File: src/rtl/rom_ctrl_scr_fetch.sv
// rom_ctrl_scr_fetch
//   Read initiator for the scrambled ROM. A start pulse launches one sweep over
//   ROM addresses 0..Depth-1 in order. Every returned word is buffered, with
//   its issue-order address, in a small credit-limited FIFO. The FIFO streams
//   {addr, scrambled, clear} words to a consumer over valid/ready. A counter
//   divergence or an unrequested response sets a sticky error.
//
// Ports
//   clk_i, rst_ni        clock, synchronous active-low reset
//   start_i              begin a sweep (honoured in IDLE/DONE only)
//   busy_o, done_o       sweep in progress / sweep complete and fully consumed
//   err_o                sticky fault, cleared only by reset
//   rom_req_o            read request; rom_addr_o (counter A), prince_addr_o (counter B)
//   rom_rvalid_i         response valid with rom_scr_rdata_i / rom_clr_rdata_i
//   data_valid_o/ready_i head-of-FIFO handshake
//   data_addr_o/scr_o/clr_o head word fields (zero while empty)
module rom_ctrl_scr_fetch #(
   parameter int Width      = 40,
   parameter int Depth      = 16,
   parameter int RomLatency = 1,
   parameter int FifoDepth  = 2
) (
   input  logic                     clk_i,
   input  logic                     rst_ni,
   input  logic                     start_i,
   output logic                     busy_o,
   output logic                     done_o,
   output logic                     err_o,
   output logic                     rom_req_o,
   output logic [$clog2(Depth)-1:0] rom_addr_o,
   output logic [$clog2(Depth)-1:0] prince_addr_o,
   input  logic                     rom_rvalid_i,
   input  logic [Width-1:0]         rom_scr_rdata_i,
   input  logic [Width-1:0]         rom_clr_rdata_i,
   output logic                     data_valid_o,
   input  logic                     data_ready_i,
   output logic [$clog2(Depth)-1:0] data_addr_o,
   output logic [Width-1:0]         data_scr_o,
   output logic [Width-1:0]         data_clr_o
);

   localparam int Aw = $clog2(Depth);
   localparam int Cw = $clog2(FifoDepth + 1);
   localparam int Pw = (FifoDepth > 1) ? $clog2(FifoDepth) : 1;
   localparam int Ew = Aw + 2 * Width;
   localparam logic [Cw:0]   CreditMax = (Cw + 1)'(FifoDepth);
   localparam logic [Cw-1:0] MaxOut    = Cw'(RomLatency);
   localparam logic [Aw-1:0] LastAddr  = Aw'(Depth - 1);

   typedef enum logic [2:0] {ST_IDLE, ST_FETCH, ST_DRAIN, ST_DONE, ST_ERROR} state_e;

   state_e        state_q, state_d;
   logic [Aw-1:0] cnt_a, cnt_b;
   logic [Cw-1:0] out_cnt, fifo_cnt;
   logic [Pw-1:0] tag_wr, tag_rd, dat_wr, dat_rd;
   logic [Aw-1:0] tag_mem [FifoDepth];
   logic [Ew-1:0] dat_mem [FifoDepth];
   logic [Ew-1:0] head;
   logic [Cw:0]   credit_used;
   logic          start_ok, take, push, pop, fault, flush, last_req;

   function automatic logic [Pw-1:0] nxt_ptr(input logic [Pw-1:0] p);
      return (p == Pw'(FifoDepth - 1)) ? '0 : p + Pw'(1);
   endfunction

   assign start_ok = start_i && (state_q == ST_IDLE || state_q == ST_DONE);
   assign pop      = (fifo_cnt != '0) && (state_q != ST_ERROR) && data_ready_i;
   assign take     = rom_rvalid_i && (out_cnt != '0);
   assign fault    = (state_q != ST_ERROR) &&
                     ((cnt_a != cnt_b) || (rom_rvalid_i && out_cnt == '0) || (out_cnt > MaxOut));
   assign push     = take && !fault;
   assign flush    = fault || (state_q == ST_ERROR) || start_ok;
   assign last_req = rom_req_o && (cnt_a == LastAddr);

   // A word leaving the FIFO this cycle frees its slot at this edge, and the
   // earliest response to a new request lands one edge later. Counting the pop
   // as returned credit keeps one request per cycle when the consumer is ready.
   assign credit_used = {1'b0, out_cnt} + {1'b0, fifo_cnt} - {{Cw{1'b0}}, pop};

   // NOTE: sequential state uses non-blocking assignments; combinational logic uses blocking.
   always_ff @(posedge clk_i) begin
      if (!rst_ni) state_q <= ST_IDLE;
      else         state_q <= state_d;
   end

   always_comb begin
      // NOTE: every always_comb output gets a default first so no latch is inferred.
      state_d = state_q;
      if (fault) begin
         state_d = ST_ERROR;
      end else begin
         unique case (state_q)
            ST_IDLE, ST_DONE: if (start_i) state_d = ST_FETCH;
            ST_FETCH:         if (last_req) state_d = ST_DRAIN;
            // Leave as soon as the final word is being consumed.
            ST_DRAIN: if (out_cnt == '0 && (fifo_cnt == '0 || (fifo_cnt == Cw'(1) && pop)))
                         state_d = ST_DONE;
            default:          state_d = state_q;
         endcase
      end
   end

   always_comb begin
      rom_req_o = 1'b0;
      busy_o    = 1'b0;
      done_o    = 1'b0;
      err_o     = 1'b0;
      unique case (state_q)
         ST_FETCH: begin
            busy_o    = 1'b1;
            rom_req_o = credit_used < CreditMax;
         end
         ST_DRAIN: busy_o = 1'b1;
         ST_DONE:  done_o = !start_i;
         ST_ERROR: err_o  = 1'b1;
         default:  ;
      endcase
   end

   // Two independent address counters; they never wrap during a sweep.
   always_ff @(posedge clk_i) begin
      if (!rst_ni) begin
         cnt_a <= '0;
         cnt_b <= '0;
      end else if (start_ok) begin
         cnt_a <= '0;
         cnt_b <= '0;
      end else if (rom_req_o && !last_req) begin
         cnt_a <= cnt_a + Aw'(1);
         cnt_b <= cnt_b + Aw'(1);
      end
   end

   // Outstanding reads and their issue-order address tags.
   always_ff @(posedge clk_i) begin
      if (!rst_ni) begin
         out_cnt <= '0;
         tag_wr  <= '0;
         tag_rd  <= '0;
      end else if (flush) begin
         out_cnt <= '0;
         tag_wr  <= '0;
         tag_rd  <= '0;
      end else begin
         if (rom_req_o) tag_wr <= nxt_ptr(tag_wr);
         if (take)      tag_rd <= nxt_ptr(tag_rd);
         unique case ({rom_req_o, take})
            2'b10:   out_cnt <= out_cnt + Cw'(1);
            2'b01:   out_cnt <= out_cnt - Cw'(1);
            default: out_cnt <= out_cnt;
         endcase
      end
   end

   // NOTE: storage arrays carry no reset; the pointers and counts say which entries are live.
   always_ff @(posedge clk_i) begin
      if (rom_req_o) tag_mem[tag_wr] <= cnt_a;
      if (push)      dat_mem[dat_wr] <= {tag_mem[tag_rd], rom_scr_rdata_i, rom_clr_rdata_i};
   end

   always_ff @(posedge clk_i) begin
      if (!rst_ni) begin
         fifo_cnt <= '0;
         dat_wr   <= '0;
         dat_rd   <= '0;
      end else if (flush) begin
         fifo_cnt <= '0;
         dat_wr   <= '0;
         dat_rd   <= '0;
      end else begin
         if (push) dat_wr <= nxt_ptr(dat_wr);
         if (pop)  dat_rd <= nxt_ptr(dat_rd);
         unique case ({push, pop})
            2'b10:   fifo_cnt <= fifo_cnt + Cw'(1);
            2'b01:   fifo_cnt <= fifo_cnt - Cw'(1);
            default: fifo_cnt <= fifo_cnt;
         endcase
      end
   end

   assign rom_addr_o    = cnt_a;
   assign prince_addr_o = cnt_b;
   assign data_valid_o  = (fifo_cnt != '0) && (state_q != ST_ERROR);
   assign head          = data_valid_o ? dat_mem[dat_rd] : '0;
   assign data_addr_o   = head[Ew-1 -: Aw];
   assign data_scr_o    = head[2*Width-1 -: Width];
   assign data_clr_o    = head[Width-1:0];

endmodule

File: config.mk
export PLATFORM = sky130hd
export DESIGN_NAME = rom_ctrl_scr_fetch
export DESIGN_NICKNAME = d
export VERILOG_FILES = /design/src/rtl/rom_ctrl_scr_fetch.sv
export SDC_FILE = /design/constraint.sdc
export NUM_CORES = 1
export LEC_CHECK = 0
export BUFFER_PORTS_ARGS = -buffer_cell sky130_fd_sc_hd__buf_4
export CORE_AREA = 5 5 183 185
export DETAILED_ROUTE_END_ITERATION = 8
export DIE_AREA = 0 0 188 190
export PLACE_DENSITY = 0.46
export SETUP_SLACK_MARGIN = 0.02
export SLEW_MARGIN = 20
export SYNTH_ARGS = -nofsm -noshare
export SYNTH_HDL_FRONTEND = slang
export SYNTH_SLANG_ARGS = --single-unit
File: constraint.sdc
create_clock -name clk_i -period 7.4 [get_ports clk_i]
set_input_delay 1.11 -clock clk_i [delete_from_list [all_inputs] [get_ports clk_i]]
set_output_delay 1.11 -clock clk_i [all_outputs]
set_load 0.01 [all_outputs]
Yosys cells after proc, flatten, opt, wreduce, memory -nomap -nowiden

Memories as Yosys holds them, arrays and structs flattened. A register that Yosys moved wholly into a read port is not among the register bits.
Cells that the tools add are included.
W data, S select, Z words.

Div/mod/pow operators: 0
Reductions and logical operators: 36
Mux-type cells: 24
Bitwise operators: 1
Add/sub/neg operators: 12
$lt $le $gt $ge: 2
Multipliers: 0
Shifts and indexed selects: 0
Equal/unequal tests: 18

Operators by type and width:

| operator              | count |
|---|---|
| $mux W84              | 1 |
| $mux W1               | 16 |
| $mux W3               | 4 |
| $ne A3 B3 Y1 const B  | 4 |
| $logic_and A1 B1 Y1   | 11 |
| $reduce_or A2 Y1      | 5 |
| $pmux W3 S3           | 1 |
| $add A4 B1 Y4 const B | 2 |
| $pmux W2 S2           | 2 |
| $reduce_and A4 Y1     | 2 |
| $reduce_bool A2 Y1    | 4 |
| $eq A2 B1 Y1 const B  | 3 |
| $eq A3 B2 Y1 const B  | 2 |
| $logic_or A1 B1 Y1    | 6 |
| $ne A2 B2 Y1 const B  | 3 |
| $add A1 B1 Y1 const B | 4 |
| $add A2 B1 Y2 const B | 2 |
| $eq A2 B2 Y1 const B  | 2 |
| $eq A4 B4 Y1 const B  | 1 |
| $logic_not A2 Y1      | 2 |
| $ne A4 B4 Y1          | 1 |
| $reduce_bool A4 Y1    | 1 |
| $sub A2 B1 Y2 const B | 2 |
| $add A2 B2 Y3         | 1 |
| 9 further kinds       | 11 |

Latch bits: 0
Memories: 2
ROM bits: 0
Bits of input ports: 85
RAM bits: 176
Bits in registers: 19

Memory list:

| name    | words | bits a word | read ports | clocked after Yosys merged registers in | wr ports | RTL line | text |
|---|---|---|---|---|---|---|---|
| dat_mem | 2     | 84          | 1          | 1                                       | 1        | 57       | `logic [Ew-1:0] dat_mem [FifoDepth];` |
| tag_mem | 2     | 4           | 1          | 1                                       | 1        | 56       | `logic [Aw-1:0] tag_mem [FifoDepth];` |

Depth between registers and ports, before layout

Gate-level depths: netlist of the first run.

Depth in word-level cells: 10
Mapped depth: 15

Worst setup path after synthesis of the first run

No wires, ideal clock.

Path kind: input -> register
Start point: in rom_rvalid_i
End point: mem dat_mem[0][0] (netlist bit) (enable)
Slack: 1.699 ns
Stages on the path: 4
Required time: 6.873 ns
Setup time: 0.527 ns
Arrival: 5.174 ns
Path buffers: 0
Cell sequence: nand2_1 o211ai_1 o41a_1 nor2_1

Word-level cells in the longest chain between the ends: 8
Elaborated cells between the ends (all ways): 9

RTL lines:

| element                         | RTL line | text |
|---|---|---|
| start, declared                 | 32       | `input logic rom_rvalid_i,` |
| $logic_and A1 B1 Y1             | 70       | `((cnt_a != cnt_b) \|\| (rom_rvalid_i && out_cnt == '0) \|\| (out_cnt > MaxOut));` |
| $logic_or A1 B1 Y1 (2 in a row) | 70       |  |
| $logic_and A1 B1 Y1             | 69       | `assign fault = (state_q != ST_ERROR) &&` |
| $logic_not A1 Y1                | 71       | `assign push = take && !fault;` |
| $logic_and A1 B1 Y1 *           | 71       |  |
| $mux W1 *                       | 158      | `if (push) dat_mem[dat_wr] <= {tag_mem[tag_rd], rom_scr_rdata_i, rom_clr_rdata_i};` |
| $mux W1 (implied by the code) * | 158      |  |
| end, declared                   | 57       |  |

Every way passes the cells marked *; elsewhere a longest branch is shown, timed or not.

Worst setup path after layout of the first run

Start point: reg state_q[2]
End point: out rom_req_o

Word-level cells in the longest chain between the ends: 6
Elaborated cells between the ends (all ways): 7

RTL lines:

| element                          | RTL line | text |
|---|---|---|
| start, declared                  | 52       | `state_e state_q, state_d;` |
| start signal, assigned           | 83       | `else state_q <= state_d;` |
| $ne A3 B3 Y1                     | 67       | `assign pop = (fifo_cnt != '0) && (state_q != ST_ERROR) && data_ready_i;` |
| $logic_and A1 B1 Y1 (2 in a row) | 67       |  |
| net pop                          | 60       | `logic start_ok, take, push, pop, fault, flush, last_req;` |
| $sub A3 B1 Y3                    | 78       | `assign credit_used = {1'b0, out_cnt} + {1'b0, fifo_cnt} - {{Cw{1'b0}}, pop};` |
| $lt A3 B2 Y1                     | 111      | `rom_req_o = credit_used < CreditMax;` |
| $mux W1                          | 108      | `unique case (state_q)` |
| end, declared                    | 29       | `output logic rom_req_o,` |

The timed path passes the listed nets, and every way through them passes these cells.

==> run_results.csv, run 1 <==
group,metric,value,unit
status,status,"completed",
routing,post_drt_wl_per_cell,16.2,um
power_and_ir_drop,leakage,3.55,nW
place,detailed_place_hpwl,12000,um
worst_setup_path,critPathMaxFanout,30,
worst_setup_path,worstPathArrival,3710,ps
clock_tree,numCtsBuffers,17,
sta,max_freq,0.207,GHz
power_and_ir_drop,peakVddDrop,0.130,mV
floorplanning,start_util,24.4,%
logic_synthesis,yosys_warnings,0,
routing,ant_nets,0,
layout,nets,776,
sta,hold_violations,0,
logic_synthesis,synthesis.nets,593,
global_route,grt_first_pass_wirelength,27100,um
layout,fin_cells,1101,
routing,vias,4477,
floorplanning,coreArea,0.0319,mm2
logic_synthesis,seq_area_frac_synth,73.3,%
flow_run,drv_cap,0,
global_route,grt_util_all_layers,9.86,%
worst_setup_path,r2r_slack,3690,ps
clock_tree,tritoncts_num_sinks,197,
layout,antenna_cells,0,
worst_setup_path,rr_startpoint,"state_q[2]",
routing,drt_wl_total,17900,um
clock_tree,cts.htree.levels,4,
worst_setup_path,worstSetupPathType,"flip-flop to output pin",
clock_tree,clockRootBuffer,"clkbuf_16",
global_route,grt_max_degree,57,
layout,most-common-layout-cells,"187 x buf_4, 176 x edfxtp_1, 107 x nor2_1, 86 x mux2i_1, 20 x dfxtp_1",
logic_synthesis,synth.largest_area_cell,"edfxtp_1",
routing,routed_via_density,4.07,
clock_tree,clk_pin_slew_worst_paths,70,ps
layout,syn_to_final_growth,31.0,%
sta,finalSetupViolCount,0,
place,gp_congestion,0.721,
global_route,antenna_found_initial,0,
global_route,grt_pass1_vias,4573,
sta,fin_crit_sh,65.1,%
clock_tree,cts_hold_buffers,0,
layout,drive_gt1_share,32.9,%
power_and_ir_drop,p_per_area,221,mW/mm2
clock_tree,cts_setup_buffers,0,
worst_setup_path,regToRegEndpoint,"out_cnt[0]",
logic_synthesis,yosys-top-cells-area,"edfxtp_1 68%, mux2i_1 11%, dfxtp_1 5.4%, nor2_1 5.3%, ha_1 1.6%",
logic_synthesis,synth.distinct_cells,42,
logic_synthesis,synth.avg_cell_area,15.7,um2
sta,fin_ws,2580,ps
clock_tree,cts_max_path_buffers,2,
worst_setup_path,end_kind,"output pin",
place,dp_cells,1069,
routing,drc,0,
sta,grt_setup_unrepaired,"no",
sta,period_needed,4820,ps
logic_synthesis,synth.cell_area,0.00778,mm2
logic_synthesis,yosysTopAreaCellShare,67.9,%
clock_tree,clk_latency,420,ps
logic_synthesis,synth-seq-cells,197,
floorplanning,die_h,190,um
layout,final_common_cell,"buf_4",
logic_synthesis,async_reset_ff_share,0,%
clock_tree,cts-resized-gates,0,
worst_setup_path,cp-start-kind,"flip-flop",
sta,fin_skew,13.7,ps
global_route,grt_overflow_total,0,
floorplanning,die_width,188,um
worst_setup_path,crit_path_end,"rom_req_o",
floorplanning,row_count,66,
worst_setup_path,worstPathRequired,6290,ps
worst_hold_path,hold_class,"flip-flop to flip-flop",
place,post-place-ws,2990,ps
floorplanning,io_pins,182,
logic_synthesis,synth-edff-count,176,
place,port_buffers,181,
worst_setup_path,reg2reg_depth,12,
logic_synthesis,netlist_instances,497,
sta,drv_slew,0,
worst_setup_path,critical_path.startpoint,"state_q[2]",
layout,post-route-util,32.0,%
routing,drtPass1Iterations,4,
clock_tree,tritoncts,"done",
sta,max_slew_margin,40.1,%
floorplanning,die_area,0.0357,mm2
routing,drtIter0Drc,153,
power_and_ir_drop,total_power,0.00225,W
sta,worst_slew_pin_slew,899,ps
sta,tns,0,ps
logic_synthesis,synth-main-ff-cell,"edfxtp_1",
-- stage by stage --
step / hold slack, ps / instance area, um2
2_1_floorplan: 481 / 7780
3_3_place_gp: 505 / 9610
3_5_place_dp: 505 / 9610
6_report: 515 / 10200
5_1_grt: 559 / 10200
4_1_cts: 520 / 10200
-- cells by family after synthesis --
logic type | Yosys count | share of synthesized area [%]
compound gates | 13 | 1.33
xor+xnor | 20 | 2.25
fa+ha+maj | 11 | 1.86
buf+inv | 33 | 1.93
flops | 197 | 73.3
mux | 91 | 11.8
simple gates | 132 | 7.54
-- sequential cells by signal, indices dropped and copies added, names as in the netlist, named ones only --
signal / count
rom_addr_o: 4
out_cnt: 2
tag_mem: 8
tag_wr: 1
tag_rd: 1
state_q: 3
prince_addr_o: 4
dat_mem: 168
dat_wr: 1
dat_rd: 1
fifo_cnt: 2
-- final cells by class --
class	instances	area (um2)
Clock buffer	20	437
Fill cell	3217	21700
Multi-Input combinational cell	267	1950
Tap cell	408	510
Sequential cell	197	5710
Inverter	10	37.5
Clock inverter	12	155
Timing Repair Buffer	187	1400
-- routing by layer --
layer,global-route usage [%],vias to the layer above,share of wire [%],routed length [um]
met3,3.85,12,7.1,1270
met4,2.71,0,0.96,172
li1,-,2166,-,-
met5,0,-,0,0
met2,15.5,124,47,8380
met1,12.7,2175,45,8020
-- critical path: stages, from the launching register on --
cell,delay (ps)
dfxtp_1,480
nor3b_2,350
or2_4,430
inv_1,110
and2_1,210
ha_1,270
nand2b_1,150
fa_1,540
nand4bb_4,150
or2_2,350
inv_1,110
buf_4,130
-- worst min path at each step --
| stage | startpoint | slack (ps) | cells after the start | end |
|---|---|---|---|---|
| global placement | tag_rd | 510 | 2 | tag_rd |
| detailed placement | dat_rd | 510 | 2 | flip-flop |
| floorplan | tag_rd | 480 | 2 | flip-flop |
| finish | dat_rd | 510 | 2 | flip-flop |
| global route | tag_rd | 560 | 2 | flip-flop |
| CTS | dat_rd | 520 | 2 | flip-flop |
-- report_power, final --
part | internal [W] | leakage, nW | total [W] | switching, W
registers | 0.00122 | 1.75 | 0.00123 | 0.00000856
logic | 0.0000515 | 1.53 | 0.0000942 | 0.0000427
clock network | 0.000533 | 0.274 | 0.000929 | 0.000396
-- Yosys cell counts (2+ instances only) --
| cell type | instances |
|---|---|
| buf_4 | 2 |
| clkbuf_1 | 5 |
| nand3_1 | 2 |
| mux2_2 | 4 |
| ha_1 | 10 |
| nand2_1 | 5 |
| dfxtp_1 | 21 |
| xnor2_1 | 12 |
| inv_1 | 10 |
| a211oi_1 | 3 |
| buf_2 | 9 |
| mux2i_1 | 86 |
| buf_1 | 6 |
| nor2_1 | 109 |
| edfxtp_1 | 176 |
| xor2_1 | 8 |
| nand4_1 | 3 |
| and2_1 | 2 |
No activity file was read; power rests on OpenSTA's default activity.
==> run 2: changes to the inputs <==
--- a/config.mk
+++ b/config.mk
@@ -9,7 +9,7 @@
 export CORE_AREA = 5 5 183 185
 export DETAILED_ROUTE_END_ITERATION = 8
 export DIE_AREA = 0 0 188 190
-export PLACE_DENSITY = 0.46
+export PLACE_DENSITY = 0.47
 export SETUP_SLACK_MARGIN = 0.02
 export SLEW_MARGIN = 20
 export SYNTH_ARGS = -nofsm -noshare
==> constraint.sdc (replaced) <==
create_clock -name clk_i -period 3.85 [get_ports clk_i]
set_input_delay 0.5775 -clock clk_i [delete_from_list [all_inputs] [get_ports clk_i]]
set_output_delay 0.5775 -clock clk_i [all_outputs]
set_load 0.01 [all_outputs]
==> run 2 against run 1 <==
  * Sequential share of layout area shrank 0.39 points
  * Global-route usage shrank 0.083 points
  * Die area unchanged
  * Core utilization is 0.26 points higher
  * Worst setup slack got worse by 2400 ps
  * Clock skew hardly changed
  * Cell count is 0.64% higher
  * Critical path type unchanged
  * Highest routed layer unchanged
==> run_results.csv, run 2 (synthesis gave the netlist of run 1 again) <==
group,metric,value,unit
worst_hold_path,hold_class,"input port to flip-flop",
place,gp_congestion,0.709,
power_and_ir_drop,p_int,0.00335,W
power_and_ir_drop,power_frac_comb,4.5,%
worst_setup_path,critical_path.startpoint,"state_q[1]",
global_route,grt_pass1_vias,4605,
clock_tree,clk_latency,430,ps
power_and_ir_drop,p_per_area,414,mW/mm2
sta,max_slew_margin,41.3,%
floorplanning,die_area,0.0357,mm2
layout,most-common-layout-cells,"191 x buf_4, 176 x edfxtp_1, 107 x nor2_1, 86 x mux2i_1, 18 x dfxtp_1",
worst_setup_path,r2r_slack,730,ps
floorplanning,coreArea,0.0319,mm2
routing,post_drt_wl_per_cell,15.8,um
sta,max_freq,0.276,GHz
worst_setup_path,rr_startpoint,"state_q[1]",
power_and_ir_drop,clock_power_share,40.1,%
clock_tree,tritoncts,"done",
routing,drc,0,
global_route,grt_first_pass_wirelength,26700,um
worst_setup_path,worstSetupPathType,"flip-flop to output pin",
sta,hold_violations,0,
global_route,grt_util_all_layers,9.78,%
sta,finalSetupViolCount,0,
power_and_ir_drop,switchingPower,0.000903,W
sta,drv_slew,0,
place,dpl_cell_area,0.00967,mm2
layout,fin_cells,1108,
power_and_ir_drop,swShare,21.2,%
layout,syn_to_final_growth,32.1,%
worst_setup_path,cp-start-kind,"flip-flop",
routing,vias,4520,
layout,nets,783,
sta,fin_skew,13.5,ps
status,status,"completed",
global_route,antenna_found_initial,0,
layout,design_area,0.0103,mm2
sta,holdWs,332,ps
sta,period_needed,3620,ps
floorplanning,die_h,190,um
flow_run,drv_cap,0,
routing,routed_via_density,4.08,
routing,drtPass1Iterations,8,
worst_setup_path,worstPathRequired,3270,ps
clock_tree,clk_pin_slew_worst_paths,80,ps
layout,final_common_cell,"buf_4",
worst_setup_path,end_kind,"output pin",
place,port_buffers,181,
floorplanning,row_count,66,
place,dp_cells,1073,
routing,highest-signal-layer,"met4",
routing,ant_nets,0,
clock_tree,clockRootBuffer,"clkbuf_16",
place,detailed_place_hpwl,11500,um
clock_tree,numCtsBuffers,17,
sta,tns,0,ps
clock_tree,cts.htree.levels,4,
layout,regMostFlops,"dat_mem",
layout,n_fill_cell,3193,
clock_tree,cts_hold_buffers,0,
sta,fin_crit_sh,94.1,%
worst_setup_path,worstPathArrival,3040,ps
layout,reg_top3,"dat_mem x168, tag_mem x8",
routing,drt_wl_total,17500,um
worst_setup_path,reg2reg_depth,12,
power_and_ir_drop,peakVddDrop,0.233,mV
power_and_ir_drop,seqPwrFrac,55.4,%
sta,grt_setup_unrepaired,"no",
routing,drtIter0Drc,201,
clock_tree,tritoncts_num_sinks,197,
worst_setup_path,critPathMaxFanout,8,
clock_tree,cts_max_path_buffers,2,
routing,wl_met3,847,um
worst_setup_path,crit_path_end,"rom_req_o",
floorplanning,io_pins,182,
worst_setup_path,regToRegEndpoint,"state_q[0]",
routing,met1_length,8410,um
global_route,grt_overflow_total,0,
floorplanning,die_width,188,um
layout,antenna_cells,0,
routing,dr_wl_met2,8120,um
global_route,grt_max_degree,60,
floorplanning,start_util,24.4,%
power_and_ir_drop,leakage,3.60,nW
layout,drive_gt1_share,34.6,%
sta,worst_slew_pin_slew,880,ps
layout,largest_reg_flops,168,
run 2: per-layer routing:
layer  up-vias  global-route usage (%)
met4         0                    2.54
met2       127                    15.3
met1      2198                    13.4
li1       2189                       -
met5         -                       0
met3         6                    2.90
run 2: repair_timing:
| item | in CTS | in global routing |
|---|---|---|
| setup buffers | 0 | 3 |
| setup endpoints to repair | 1 | 1 |
| resized for setup | 5 | 3 |
| pin swaps | 2 | 2 |
run 2: per-stage QoR:
| stage | util, % | total power (W) | setup slack (ps) |
|---|---|---|---|
| final | 32.3 | 0.00425 | 229 |
| after global routing | 32.3 | 0.00444 | 21.4 |
| after CTS | 32.1 | 0.00434 | 37.6 |
| after detailed placement | 30.4 | 0.00259 | 350 |
| after global placement | 30.4 | 0.00259 | 420 |
| after floorplan | - | 0.00248 | 0.901 |
run 2: critical path, stage by stage, from the launching register on:
cell and delay [ps]:
dfxtp_1 400, nor3b_4 280, or2_4 160, inv_1 50
and2_4 160, ha_1 260, nand2b_1 150, fa_1 540
nand4bb_4 150, or2_4 270, inv_2 70, buf_4 120
run 2: layout make-up:
class	count	area [um2]	share of cell area [%]
clock inverters	14	130	1.27
flip-flops and latches	197	5710	55.6
multi-input cells	267	1960	19.1
clock buffers	18	429	4.17
inverters	10	37.5	0.365
repair buffers	194	1490	14.5
well taps	408	510	4.97
run 2: power groups by stage:
| stage | Combinational (W) | Clock, W | Sequential (W) |
|---|---|---|---|
| 5_1_grt | 0.000211 | 0.00187 | 0.00236 |
| 6_report | 0.000190 | 0.00171 | 0.00236 |
| 3_3_place_gp | 0.000186 | 0 | 0.00240 |
| 3_5_place_dp | 0.000188 | 0 | 0.00240 |
| 2_1_floorplan | 0.0000837 | 0 | 0.00240 |
| 4_1_cts | 0.000191 | 0.00179 | 0.00236 |
run 2: worst min path at each step:
stage	slack, ps	start	to	cells after the start
5_1_grt	300	rom_scr_rdata_i[34]	dat_mem[0][74]	1
6_report	330	rom_scr_rdata_i[34]	dat_mem[0][74]	1
4_1_cts	290	rom_scr_rdata_i[34]	dat_mem[0][74]	1
3_5_place_dp	510	tag_rd	flip-flop	2
3_3_place_gp	510	tag_rd	tag_rd	2
2_1_floorplan	480	tag_rd	flip-flop	2
==> run 3: changes to the inputs <==
--- a/config.mk
+++ b/config.mk
@@ -7,6 +7,7 @@
 export LEC_CHECK = 0
 export BUFFER_PORTS_ARGS = -buffer_cell sky130_fd_sc_hd__buf_4
 export CORE_AREA = 5 5 183 185
+export CTS_BUF_LIST = sky130_fd_sc_hd__clkbuf_8 sky130_fd_sc_hd__clkbuf_16
 export DETAILED_ROUTE_END_ITERATION = 8
 export DIE_AREA = 0 0 188 190
 export PLACE_DENSITY = 0.47
==> run 3 against run 2 <==
  * Via count did not move
  * Clock power barely moved
  * Die area did not move
  * Critical path depth did not move
  * Core utilization did not move
  * Clock skew did not move
  * Routed wire length did not move
  * Register-to-register slack barely moved
  * Cell count did not move
==> run_results.csv, run 3 (synthesis gave the netlist of run 1 again) <==
group,metric,value,unit
worst_setup_path,critPathMaxFanout,8,
layout,most-common-layout-cells,"191 x buf_4, 176 x edfxtp_1, 107 x nor2_1, 86 x mux2i_1, 18 x dfxtp_1",
routing,routed_via_density,4.08,
worst_hold_path,hold_class,"input port to flip-flop",
floorplanning,coreArea,0.0319,mm2
floorplanning,die_width,188,um
place,post-place-ws,350,ps
layout,largest_reg_flops,168,
floorplanning,io_pins,182,
power_and_ir_drop,clock_power_share,40.1,%
worst_setup_path,r2r_slack,730,ps
clock_tree,cts.htree.levels,4,
layout,drive_gt1_share,34.6,%
power_and_ir_drop,leakage,3.61,nW
place,detailed_place_hpwl,11500,um
worst_setup_path,worstPathArrival,3040,ps
power_and_ir_drop,seqPwrFrac,55.4,%
sta,fin_skew,13.5,ps
floorplanning,die_area,0.0357,mm2
global_route,grt_max_degree,60,
sta,period_needed,3620,ps
global_route,grt_overflow_total,0,
sta,hold_violations,0,
clock_tree,clk_pin_slew_worst_paths,80,ps
routing,vias,4520,
clock_tree,numCtsBuffers,17,
sta,finalSetupViolCount,0,
layout,antenna_cells,0,
routing,drtIter0Drc,201,
clock_tree,tritoncts,"done",
sta,max_freq,0.276,GHz
clock_tree,cts_max_path_buffers,2,
worst_setup_path,critPathBufInv,3,
floorplanning,row_count,66,
clock_tree,clockRootBuffer,"clkbuf_16",
power_and_ir_drop,switchingPower,0.000903,W
clock_tree,tritoncts_num_sinks,197,
layout,final_common_cell,"buf_4",
global_route,grt_first_pass_wirelength,26700,um
worst_setup_path,cpLargestDelayFamily,"simple AND/OR/NAND/NOR gates",
power_and_ir_drop,power_frac_comb,4.5,%
global_route,grt_util_all_layers,9.78,%
global_route,antenna_found_initial,0,
routing,ant_nets,0,
sta,drv_slew,0,
place,gp_congestion,0.709,
status,status,"completed",
worst_hold_path,min-delay-start,"rom_scr_rdata_i[34]",
sta,fin_crit_sh,94.1,%
routing,drtPass1Iterations,8,
routing,drc,0,
sta,grt_setup_unrepaired,"no",
worst_setup_path,path_cells,"nor3b_4, or2_4, inv_1, and2_4, ha_1, nand2b_1, fa_1, nand4bb_4, or2_4, inv_2, buf_4",
worst_setup_path,regToRegEndpoint,"state_q[0]",
power_and_ir_drop,p_int,0.00335,W
floorplanning,die_h,190,um
power_and_ir_drop,swShare,21.3,%
layout,reg_top3,"dat_mem x168, tag_mem x8",
sta,worst_slew_pin_slew,880,ps
sta,tns,0,ps
worst_setup_path,slowest_stage,"fa_1",
power_and_ir_drop,p_per_area,413,mW/mm2
layout,syn_to_final_growth,32.1,%
worst_setup_path,cp-start-kind,"flip-flop",
clock_tree,cts_hold_buffers,0,
flow_run,drv_cap,0,
layout,nets,783,
place,port_buffers,181,
worst_hold_path,min_path_cells,1,
power_and_ir_drop,total_power,0.00425,W
routing,post_drt_wl_per_cell,15.8,um
worst_setup_path,rr_startpoint,"state_q[1]",
worst_setup_path,reg2reg_depth,12,
sta,fin_ws,229,ps
power_and_ir_drop,peakVddDrop,0.233,mV
worst_setup_path,slowest_delay,540,ps
routing,drt_wl_total,17500,um
sta,max_slew_margin,41.3,%
worst_setup_path,worstSetupPathType,"flip-flop to output pin",
floorplanning,start_util,24.4,%
worst_setup_path,end_kind,"output pin",
worst_hold_path,holdPathEnd,"dat_mem[0][74]",
worst_setup_path,worstPathRequired,3270,ps
global_route,grt_pass1_vias,4605,
layout,regMostFlops,"dat_mem",
clock_tree,clk_latency,430,ps
layout,n_fill_cell,3193,
worst_setup_path,cp_common_cell,"or2_4",
-- run 3: final cells by class --
cell class | instances | area, um2 | share of cell area, %
clock inverter | 15 | 134 | 1.30
inverter | 10 | 37.5 | 0.365
clock buffer | 17 | 425 | 4.14
timing repair buffer | 194 | 1490 | 14.5
sequential | 197 | 5710 | 55.6
multi-input combinational | 267 | 1960 | 19.1
tap | 408 | 510 | 4.97
-- run 3: worst max path at each step --
stage	slack [ps]	depth (start not counted)	to	from
6_report	230	11	rom_req_o	state_q[1]
2_1_floorplan	0.9	6	dat_mem[0][0]	out_cnt[0]
5_1_grt	20	12	rom_req_o	fifo_cnt[0]
3_5_place_dp	350	11	rom_req_o	state_q[2]
3_3_place_gp	420	11	rom_req_o	state_q[2]
4_1_cts	40	12	rom_req_o	fifo_cnt[0]
-- run 3: through the flow --
stage	cell area (um2)	instances	util, %	hold WS, ps
after floorplan	7790	497	-	481
after global placement	9670	1073	30.4	506
after detailed placement	9670	1073	30.4	506
after CTS	10200	1105	32.1	292
after global routing	10300	1108	32.3	297
final	10300	1108	32.3	332
-- run 3: what timing repair did --
item,in CTS,in global routing
buffers inserted,0,3
pin swaps,2,2
setup endpoints to repair,1,1
gates resized for setup,5,3
-- run 3: routing by layer --
layer	up-vias	share of wire, %	global-route usage (%)
met5	-	0	0
met4	0	0.74	2.54
met3	6	4.8	2.90
met2	127	46	15.3
met1	2198	48	13.4
li1	2189	-	-
-- run 3: power by group through the flow --
stage	Combinational (W)	Clock [W]	Sequential [W]
2_1_floorplan	0.0000837	0	0.00240
3_3_place_gp	0.000186	0	0.00240
3_5_place_dp	0.000188	0	0.00240
4_1_cts	0.000191	0.00179	0.00236
5_1_grt	0.000211	0.00187	0.00236
6_report	0.000190	0.00170	0.00236
